--- src/rtl/pc_seq_if.sv ---
// Fetch-stage bus between the instruction decoder and the pc_seq program-counter sequencer.
interface pc_seq_if #(
  parameter int unsigned ADDR_W = 16,
  parameter int unsigned IMM_W  = 10,
  parameter int unsigned CNT_W  = 16
) ();
  logic              stall;
  logic              resume;
  logic [2:0]        bsig;
  logic [2:0]        cond;
  logic [2:0]        flags;
  logic [IMM_W-1:0]  imm;
  logic [ADDR_W-1:0] regsrc;
  logic [ADDR_W-1:0] pc;
  logic [ADDR_W-1:0] pc_next;
  logic              taken;
  logic              halted;
  logic              ras_empty;
  logic              ras_err;
  logic [CNT_W-1:0]  taken_cnt;

  modport master (
    output stall, resume, bsig, cond, flags, imm, regsrc,
    input  pc, pc_next, taken, halted, ras_empty, ras_err, taken_cnt
  );

  modport slave (
    input  stall, resume, bsig, cond, flags, imm, regsrc,
    output pc, pc_next, taken, halted, ras_empty, ras_err, taken_cnt
  );
endinterface

--- src/rtl/pc_seq.sv ---
// Registered PC sequencer: branches, circular return-address stack, halt/resume FSM and stall.
// Optional taken-branch counter is built only when PC_SEQ_BRCNT_EN is defined.
module pc_seq #(
  parameter int unsigned       ADDR_W    = 16,
  parameter int unsigned       IMM_W     = 10,
  parameter int unsigned       RAS_DEPTH = 4,
  parameter int unsigned       CNT_W     = 16,
  parameter logic [ADDR_W-1:0] RESET_PC  = '0
) (
  input logic      clk,
  input logic      rst_n,
  pc_seq_if.slave  bus
);

  localparam int unsigned PtrW = $clog2(RAS_DEPTH);

  typedef logic [ADDR_W-1:0] addr_t;
  typedef enum logic [0:0] {StRun, StHalt} state_e;

  state_e          state_q, state_d;
  addr_t           pc_q, pc_d;
  addr_t           pc_next, seq, tgt, top;
  addr_t           ras_q [RAS_DEPTH];
  logic [PtrW-1:0] ptr_q, ptr_d;  // next free slot; top entry sits just below
  logic [PtrW:0]   cnt_q, cnt_d;
  logic            err_q, err_d;
  logic            truth, taken, push, pop, push_en;

  assign seq = pc_q + addr_t'(2);
  assign tgt = seq + {{(ADDR_W-IMM_W){bus.imm[IMM_W-1]}}, bus.imm};
  assign top = ras_q[ptr_q - PtrW'(1)];

  // flags = {N, V, Z}
  always_comb begin
    truth = 1'b0;
    unique case (bus.cond)
      3'b000: truth = ~bus.flags[0];
      3'b001: truth = bus.flags[0];
      3'b010: truth = ~bus.flags[0] & ~bus.flags[2];
      3'b011: truth = bus.flags[2];
      3'b100: truth = bus.flags[0] | ~bus.flags[2];
      3'b101: truth = bus.flags[2] | bus.flags[0];
      3'b110: truth = bus.flags[1];
      3'b111: truth = 1'b1;
      default: truth = 1'b0;
    endcase
  end

  always_comb begin
    pc_next = seq;
    taken   = 1'b0;
    push    = 1'b0;
    pop     = 1'b0;
    pc_d    = pc_q;
    state_d = state_q;
    ptr_d   = ptr_q;
    cnt_d   = cnt_q;
    err_d   = err_q;

    unique case (state_q)
      StRun: begin
        unique case (bus.bsig)
          3'b001: begin
            if (truth) begin
              pc_next = tgt;
              taken   = 1'b1;
            end
          end
          3'b010: begin
            if (truth) begin
              pc_next = bus.regsrc;
              taken   = 1'b1;
            end
          end
          3'b011: begin
            pc_next = pc_q;
            state_d = StHalt;
          end
          3'b100: begin
            pc_next = tgt;
            taken   = 1'b1;
            push    = 1'b1;
          end
          3'b101: begin
            if (cnt_q != '0) begin
              pc_next = top;
              taken   = 1'b1;
              pop     = 1'b1;
            end else begin
              err_d = 1'b1;
            end
          end
          default: ;
        endcase
        pc_d = pc_next;
      end
      StHalt: begin
        pc_next = pc_q;
        if (bus.resume) begin
          pc_d    = seq;
          state_d = StRun;
        end
      end
      default: ;
    endcase

    // A push onto a full stack overwrites the oldest slot, so depth saturates.
    if (push) begin
      ptr_d = ptr_q + PtrW'(1);
      if (cnt_q == (PtrW+1)'(RAS_DEPTH)) begin
        err_d = 1'b1;
      end else begin
        cnt_d = cnt_q + (PtrW+1)'(1);
      end
    end else if (pop) begin
      ptr_d = ptr_q - PtrW'(1);
      cnt_d = cnt_q - (PtrW+1)'(1);
    end

    if (bus.stall) begin
      pc_d    = pc_q;
      state_d = state_q;
      ptr_d   = ptr_q;
      cnt_d   = cnt_q;
      err_d   = err_q;
    end
  end

  assign push_en = push & ~bus.stall;

  always_ff @(posedge clk or negedge rst_n) begin
    if (!rst_n) begin
      pc_q    <= RESET_PC;
      state_q <= StRun;
      ptr_q   <= '0;
      cnt_q   <= '0;
      err_q   <= 1'b0;
      for (int i = 0; i < RAS_DEPTH; i++) begin
        ras_q[i] <= '0;
      end
    end else begin
      pc_q    <= pc_d;
      state_q <= state_d;
      ptr_q   <= ptr_d;
      cnt_q   <= cnt_d;
      err_q   <= err_d;
      if (push_en) begin
        ras_q[ptr_q] <= seq;
      end
    end
  end

`ifdef PC_SEQ_BRCNT_EN
  logic [CNT_W-1:0] brcnt_q;

  always_ff @(posedge clk or negedge rst_n) begin
    if (!rst_n) begin
      brcnt_q <= '0;
    end else if (taken && !bus.stall) begin
      brcnt_q <= brcnt_q + CNT_W'(1);
    end
  end

  assign bus.taken_cnt = brcnt_q;
`else
  assign bus.taken_cnt = {CNT_W{1'b0}};
`endif

  assign bus.pc        = pc_q;
  assign bus.pc_next   = pc_next;
  assign bus.taken     = taken;
  assign bus.halted    = (state_q == StHalt);
  assign bus.ras_empty = (cnt_q == '0);
  assign bus.ras_err   = err_q;

endmodule

--- src/flat_wrapper.sv ---
// flat-port wrapper written by rule: the top's interface ports become plain ports
module pc_seq_flat 
#(
  parameter int unsigned       ADDR_W    = 16,
  parameter int unsigned       IMM_W     = 10,
  parameter int unsigned       RAS_DEPTH = 4,
  parameter int unsigned       CNT_W     = 16,
  parameter logic [ADDR_W-1:0] RESET_PC  = '0
)
  (clk, rst_n, bus_stall, bus_resume, bus_bsig, bus_cond, bus_flags, bus_imm, bus_regsrc, bus_pc, bus_pc_next, bus_taken, bus_halted, bus_ras_empty, bus_ras_err, bus_taken_cnt);
  pc_seq_if #(.ADDR_W(ADDR_W), .IMM_W(IMM_W), .CNT_W(CNT_W)) bus_i ();
  input logic clk;
  input logic rst_n;
  input wire logic [$bits(bus_i.stall)-1:0] bus_stall;
  input wire logic [$bits(bus_i.resume)-1:0] bus_resume;
  input wire logic [$bits(bus_i.bsig)-1:0] bus_bsig;
  input wire logic [$bits(bus_i.cond)-1:0] bus_cond;
  input wire logic [$bits(bus_i.flags)-1:0] bus_flags;
  input wire logic [$bits(bus_i.imm)-1:0] bus_imm;
  input wire logic [$bits(bus_i.regsrc)-1:0] bus_regsrc;
  output wire logic [$bits(bus_i.pc)-1:0] bus_pc;
  output wire logic [$bits(bus_i.pc_next)-1:0] bus_pc_next;
  output wire logic [$bits(bus_i.taken)-1:0] bus_taken;
  output wire logic [$bits(bus_i.halted)-1:0] bus_halted;
  output wire logic [$bits(bus_i.ras_empty)-1:0] bus_ras_empty;
  output wire logic [$bits(bus_i.ras_err)-1:0] bus_ras_err;
  output wire logic [$bits(bus_i.taken_cnt)-1:0] bus_taken_cnt;
  assign bus_i.stall = bus_stall;
  assign bus_i.resume = bus_resume;
  assign bus_i.bsig = bus_bsig;
  assign bus_i.cond = bus_cond;
  assign bus_i.flags = bus_flags;
  assign bus_i.imm = bus_imm;
  assign bus_i.regsrc = bus_regsrc;
  assign bus_pc = bus_i.pc;
  assign bus_pc_next = bus_i.pc_next;
  assign bus_taken = bus_i.taken;
  assign bus_halted = bus_i.halted;
  assign bus_ras_empty = bus_i.ras_empty;
  assign bus_ras_err = bus_i.ras_err;
  assign bus_taken_cnt = bus_i.taken_cnt;
  pc_seq #(.ADDR_W(ADDR_W), .IMM_W(IMM_W), .RAS_DEPTH(RAS_DEPTH), .CNT_W(CNT_W), .RESET_PC(RESET_PC)) u_core (.clk(clk), .rst_n(rst_n), .bus(bus_i));
endmodule
--- config.mk ---
export PLATFORM = sky130hd
export DESIGN_NAME = pc_seq_flat
export DESIGN_NICKNAME = d
export VERILOG_FILES = /design/src/rtl/pc_seq_if.sv /design/src/rtl/pc_seq.sv /design/src/flat_wrapper.sv
export SDC_FILE = /design/constraint.sdc
export NUM_CORES = 1
export LEC_CHECK = 0
export CORE_UTILIZATION = 45
export CTS_BUF_LIST = sky130_fd_sc_hd__clkbuf_8
export CTS_CLUSTER_SIZE = 24
export DETAILED_ROUTE_END_ITERATION = 8
export PLACE_DENSITY = 0.68
export SYNTH_ARGS = -nofsm -noshare
export SYNTH_HDL_FRONTEND = slang
export SYNTH_SLANG_ARGS = --single-unit
--- constraint.sdc ---
create_clock -name clk -period 3.89 [get_ports clk]
set_clock_uncertainty 0.05 [all_clocks]
set_input_delay 0.389 -clock clk [delete_from_list [all_inputs] [get_ports clk]]
set_output_delay 0.389 -clock clk [all_outputs]
set_load 0.005 [all_outputs]
; Word-level counts from Yosys, hierarchy flattened
; Index checks and enable logic that the tools add are counted.
[classes]
addsub = 6
magnitude_cmp = 3
n_eq_ne = 15
mux = 35
bitwise_logic = 10
n_reduce_logical = 9
[ops]
columns = operator, n
row1 = $mux W16, 7
row2 = $pmux W16 S5, 1
row3 = $bwmux W64, 1
row4 = $pmux W16 S2, 2
row5 = $bmux W16 S2, 1
row6 = $demux W16 S2, 1
row7 = $eq A3 B3 Y1 const B, 7
row8 = $add A16 B16 Y16, 1
row9 = $add A16 B2 Y16 const B, 1
row10 = $mux W1, 14
row11 = $eq A3 B2 Y1 const B, 4
row12 = $mux W3, 3
row13 = $pmux W1 S8, 1
row14 = $eq A3 B1 Y1 const B, 2
row15 = $ge A3 B3 Y1 const B, 2
row16 = $logic_not A3 Y1, 2
row17 = $not A2 Y3, 2
row18 = $mux W2, 2
row19 = $ne A2 B2 Y1 const B, 2
row20 = $not A1 Y1, 4
row21 = $reduce_and A2 Y1, 2
row22 = $add A3 B1 Y3 const B, 1
row23 = $lt A3 B1 Y1 const B, 1
row24 = $pmux W1 S3, 1
row25 = 11 further kinds, 13
[word_totals]
reg_bits = 87
input_bits = 39
output_inout_bits = 52
word_cells = 87

; Logic depth before layout (Yosys ltp)
; Gate-level depths: netlist of the first run.
[logic_depth]
depth_word = 8
ltp_mapped = 14

; Least setup slack after synthesis of the first run
; Ideal clock, no wire load.
[synth_timing]
path_type = reg-to-output
startpoint = register u_core.pc_q[2], in the netlist u_core.bus.pc[2]
endpoint = output bus_pc_next[14]
arrival_ns = 3.265
required_time_ns = 3.451
slack_ns = 0.186
path_stages_with_launch = 15
cell_sequence = dfrtp_1 ha_1 clkbuf_1 and2_1 nand3_1 xor2_1 inv_1 ha_1 a21o_1 a21o_1 a221o_1 o21a_1 o31ai_1 nor2_1 o21ai_0
[synth_between]
elab_chain_len = 5
word_cells_on_any_way = 7
classes_between = 2 x add/sub / 5 x mux
[synth_lines]
columns = element, line
row1 = "start, declared", pc_seq.sv:21  ; addr_t pc_q, pc_d;
row2 = "start signal, assigned", pc_seq.sv:142  ; pc_q <= pc_d;
row3 = $add A16 B2 Y16 *, pc_seq.sv:29  ; assign seq = pc_q + addr_t'(2);
row4 = net u_core.seq[11], pc_seq.sv:22  ; addr_t pc_next, seq, tgt, top;
row5 = $add A16 B16 Y16 *, pc_seq.sv:30  ; assign tgt = seq + {{(ADDR_W-IMM_W){bus.imm[IMM_W-1]}}, bus.imm};
row6 = $mux W16, pc_seq.sv:64  ; if (truth) begin
row7 = $pmux W16 S5 *, pc_seq.sv:62  ; unique case (bus.bsig)
row8 = $pmux W16 S2 *, pc_seq.sv:60  ; unique case (state_q)
row9 = "end, declared", flat_wrapper.sv:22  ; output wire logic [$bits(bus_i.pc_next)-1:0] bus_pc_next;
; Mark *: on every way through the listed nets, which the timed path passes. The rest lies on a longest branch.

; Worst setup path in the final report of the first run
[layout_timing]
startpoint = input bus_cond[1]
endpoint = output bus_pc_next[7]
[layout_between]
elab_chain_len = 5
word_cells_on_any_way = 13
classes_between = 7 x eq/ne / 5 x mux / 1 x reduce/logical
[layout_lines]
columns = element, line
row1 = "start, declared", flat_wrapper.sv:17  ; input wire logic [$bits(bus_i.cond)-1:0] bus_cond;
row2 = $eq A3 B3 Y1 (tied with other cells), pc_seq.sv:36  ; unique case (bus.cond)
row3 = $pmux W1 S8 *, pc_seq.sv:36
row4 = $mux W16 (on tied branches), "pc_seq.sv:70, pc_seq.sv:64"
row5 = $pmux W16 S5 *, pc_seq.sv:62
row6 = $pmux W16 S2 *, pc_seq.sv:60
; Mark *: on every way between the ends. The rest lies on a longest branch, timed or not.

==> impl_metrics.tcl, run 1 <==
set metrics [dict create \
    routed.top_layer "met4" \
    grt_max_degree 60 \
    coreArea_um2 12820 \
    synth-adder-area-share_pct 5.224 \
    die_y_um 117.8 \
    synthesis.area_um2 6036 \
    synth_commonest_cells "nand2_1, o21ai_0, dfrtp_1, a21oi_1, inv_1" \
    drive_above_1_share_pct 27.68 \
    clock_power_share_pct 8.6 \
    viasPerCell 5.932 \
    crit_required_ps 3450 \
    regToRegEndpoint "u_core.bus.pc[12]$_DFFE_PN0P_" \
    end_kind "output pin" \
    period_share_pct 98.43 \
    slew_viol_final 0 \
    fmax_ghz 0.2612 \
    p_sw_mw 2.920 \
    cp.arrival_ps 3390 \
    min_period_ps 3829 \
    setup_viol 0 \
    rows 41 \
    combPwrFrac_pct 68.0 \
    dieWidth_um 117.8 \
    wl_met2_mm 9.421 \
    ant_nets 0 \
    r2r_slack_ps 680 \
    setup.worst_path.start_class "input port" \
    fillers 1063 \
    gp_congestion 0.9923 \
    numPortBuffers 74 \
    drt-total-wl_mm 20.23 \
    synth-edff-count 0 \
    wl_met1_mm 8.656 \
    synth_top_family_by_area "compound AO/OA/AOI/OAI gates" \
    path_clk_slew_ps 100 \
    cts_sinks 87 \
    p_sw_share_pct 42.66 \
    syn_area_per_cell_um2 8.811 \
    nNetsFinal 907 \
    maxCapViolations 0 \
    rsz0062_at_grt "yes" \
    power_density_nw_per_um2 831.1 \
    hold_ws_ps 31.82 \
    cts_tree "built" \
    yosysWarningCount 0 \
    drt_iter0_drc 731 \
    pin_count 91 \
    grt_pass1_vias 5661 \
    synth_compound_area_share_pct 25.52 \
    dieArea_um2 13880 \
    p_leak_nw 3.688 \
    grt_usage_pct 29.12 \
    hpwl_mm 14.50 \
    met3_length_mm 1.528 \
    wl_per_cell_um 19.81 \
    yosys.area_share.simple_pct 14.39 \
    htree_num_levels 3 \
    hp-class "in2async" \
    rr_startpoint "u_core.bus.pc[2]$_DFFE_PN0P_" \
    post_synth_xor_area_fraction_pct 4.333 \
    initial_core_util_pct 47.06 \
    synth_ff_type "dfrtp_1" \
    slew_headroom_pct 38.10 \
    antenna_cells 0 \
    cts_buffers 9 \
    drc 0 \
    path_max_fanout 11 \
    multiInputGateArea_um2 3885 \
    postPlaceCellArea_um2 7531 \
    finalHoldViolCount 0 \
    grt_overflow_total 0 \
    root_buffer "clkbuf_8" \
    seqCellArea_um2 2180 \
    tightestPinTransition_ps 918.8 \
    cts_buffer_depth 2 \
    yosys-mux-area-fraction_pct 7.048 \
    antenna_found_initial 0 \
    p_total_mw 6.843 \
    outcome "complete, no violations" \
    clk_latency_ps 380 \
    path_class "in2out" \
    yosysUniqueCellTypes 66 \
    intPower_mw 3.923 \
    synth_seq_cells 87 \
    p_seq_share_pct 23.4 \
    syn_to_final_growth_pct 36.42 \
    fin_area_um2 8234 \
    syn_inst 685 \
    yosysTopAreaCell "dfrtp_1" \
    ir_worst_vdd_uv 540.5 \
    yosys-top-cells-area "dfrtp_1, o21ai_0, mux4_2" \
    yosysMostFrequentCell "nand2_1" \
    cts-hold-fix-buffers 0 \
    yosysSeqAreaShare_pct 36.07 \
    vias 6057 \
    r2r_cells 16 \
    yosysTopAreaCellShare_pct 36.07 \
    drtPass1Iterations 5 \
    grt_pass1_wl_mm 31.39 \
    async_reset_ff_share_pct 100.0 \
]
## cell usage in the layout (no fill, tap or decap), types with 9 or more instances in the layout
cell and n:
mux4_2 16, clkbuf_8 10, nand3_1 19, a221o_1 14, dfrtp_1 85, xnor2_1 12, nand2_1 88, a21oi_1 39
inv_1 35, nor2_1 31, o21ai_0 83, conb_1 16, a21o_1 10, ha_1 13, xnor2_2 9, clkdlybuf4s50_1 64
buf_4 114
## power groups by stage
stage | combinational, mW | clock [mW] | sequential [mW]
after floorplan | 2.23 | 0 | 1.51
after global placement | 3.91 | 0 | 1.57
after detailed placement | 3.97 | 0 | 1.60
after CTS | 4.25 | 0.609 | 1.58
after global routing | 5.01 | 0.641 | 1.65
final | 4.65 | 0.588 | 1.60
## worst max-delay path: stages
cell	delay (ps)
clkdlybuf4s50_1	480
or3b_1	460
a311oi_4	430
o21ai_1	170
a32o_2	420
o221a_2	330
a21oi_1	160
clkdlybuf4s50_1	540
## cell families (layout without fill, tap and decap cells)
kind of cell / count (synthesis) / in the layout
compound gates: 238 / 238
buf+inv: 98 / 247
flops: 87 / 87
mux: 22 / 22
fa+ha+maj: 24 / 24
xor+xnor: 29 / 29
simple gates: 186 / 186
other cells: 1 / 16
## layer usage
metal | track usage, % | vias to the layer above
met1 | 40.39 | 2920
met4 | 12.10 | 0
met2 | 45.81 | 315
li1 | - | 2777
met5 | 0 | -
met3 | 3.876 | 45
## repair_timing
item | in CTS | in global routing
gates cloned | 0 | 0
resized for setup | 45 | 64
setup endpoints to repair | 12 | 16
pin swaps | 18 | 34
setup buffers | 8 | 8
## registers in the layout, summed over array words and instances (netlist names)
name and count:
u_core.ras_q 64, u_core.bus.pc 16, u_core.cnt_q 3, u_core.ptr_q 2, u_core.bus.halted 1, u_core.bus.ras_err 1
## per-stage QoR
step | util (%) | cells | setup WS, ps | TNS (ps)
global route | 64.20 | 1021 | -50.15 | -163.7
detailed placement | 58.72 | 989 | -223.2 | -572.6
floorplan | - | 700 | 185.5 | 0
CTS | 61.89 | 1013 | -6.458 | -10.61
finish | 64.20 | 1021 | 61.16 | 0
global placement | 58.72 | 989 | -181.0 | -277.7
## worst max-delay path by stage
stage                                       from         endpoint  slack (ps)  cells past startpoint
finish                               bus_cond[1]   bus_pc_next[7]          60                      8
floorplan           u_core.bus.pc[2]$_DFFE_PN0P_  bus_pc_next[14]         190                     14
CTS                 u_core.bus.pc[4]$_DFFE_PN0P_  bus_pc_next[15]          -6                     16
detailed placement  u_core.bus.pc[4]$_DFFE_PN0P_  bus_pc_next[14]        -220                     15
global placement    u_core.bus.pc[3]$_DFFE_PN0P_  bus_pc_next[14]        -180                     15
global route        u_core.bus.pc[2]$_DFFE_PN0P_  bus_pc_next[13]         -50                     17
## layout make-up
| cell class | count | share of cell area (%) |
|---|---|---|
| clock buffer | 10 | 1.671 |
| inverter | 39 | 1.778 |
| sequential | 87 | 26.47 |
| clock inverter | 6 | 0.4559 |
| timing repair buffer | 192 | 19.83 |
| multi-input combinational | 515 | 47.18 |
| tap | 172 | 2.614 |
Note: power is estimated with default switching activity, not from simulation.
==> run 2: changes to the inputs <==
--- a/config.mk
+++ b/config.mk
@@ -7,7 +7,7 @@
 export LEC_CHECK = 0
 export CORE_UTILIZATION = 45
 export CTS_BUF_LIST = sky130_fd_sc_hd__clkbuf_8
-export CTS_CLUSTER_SIZE = 24
+export CTS_CLUSTER_SIZE = 20
 export DETAILED_ROUTE_END_ITERATION = 8
 export PLACE_DENSITY = 0.68
 export SYNTH_ARGS = -nofsm -noshare
==> results of run 2 <==
Same layout as run 1: the final DEF is identical, and so are final timing and power.
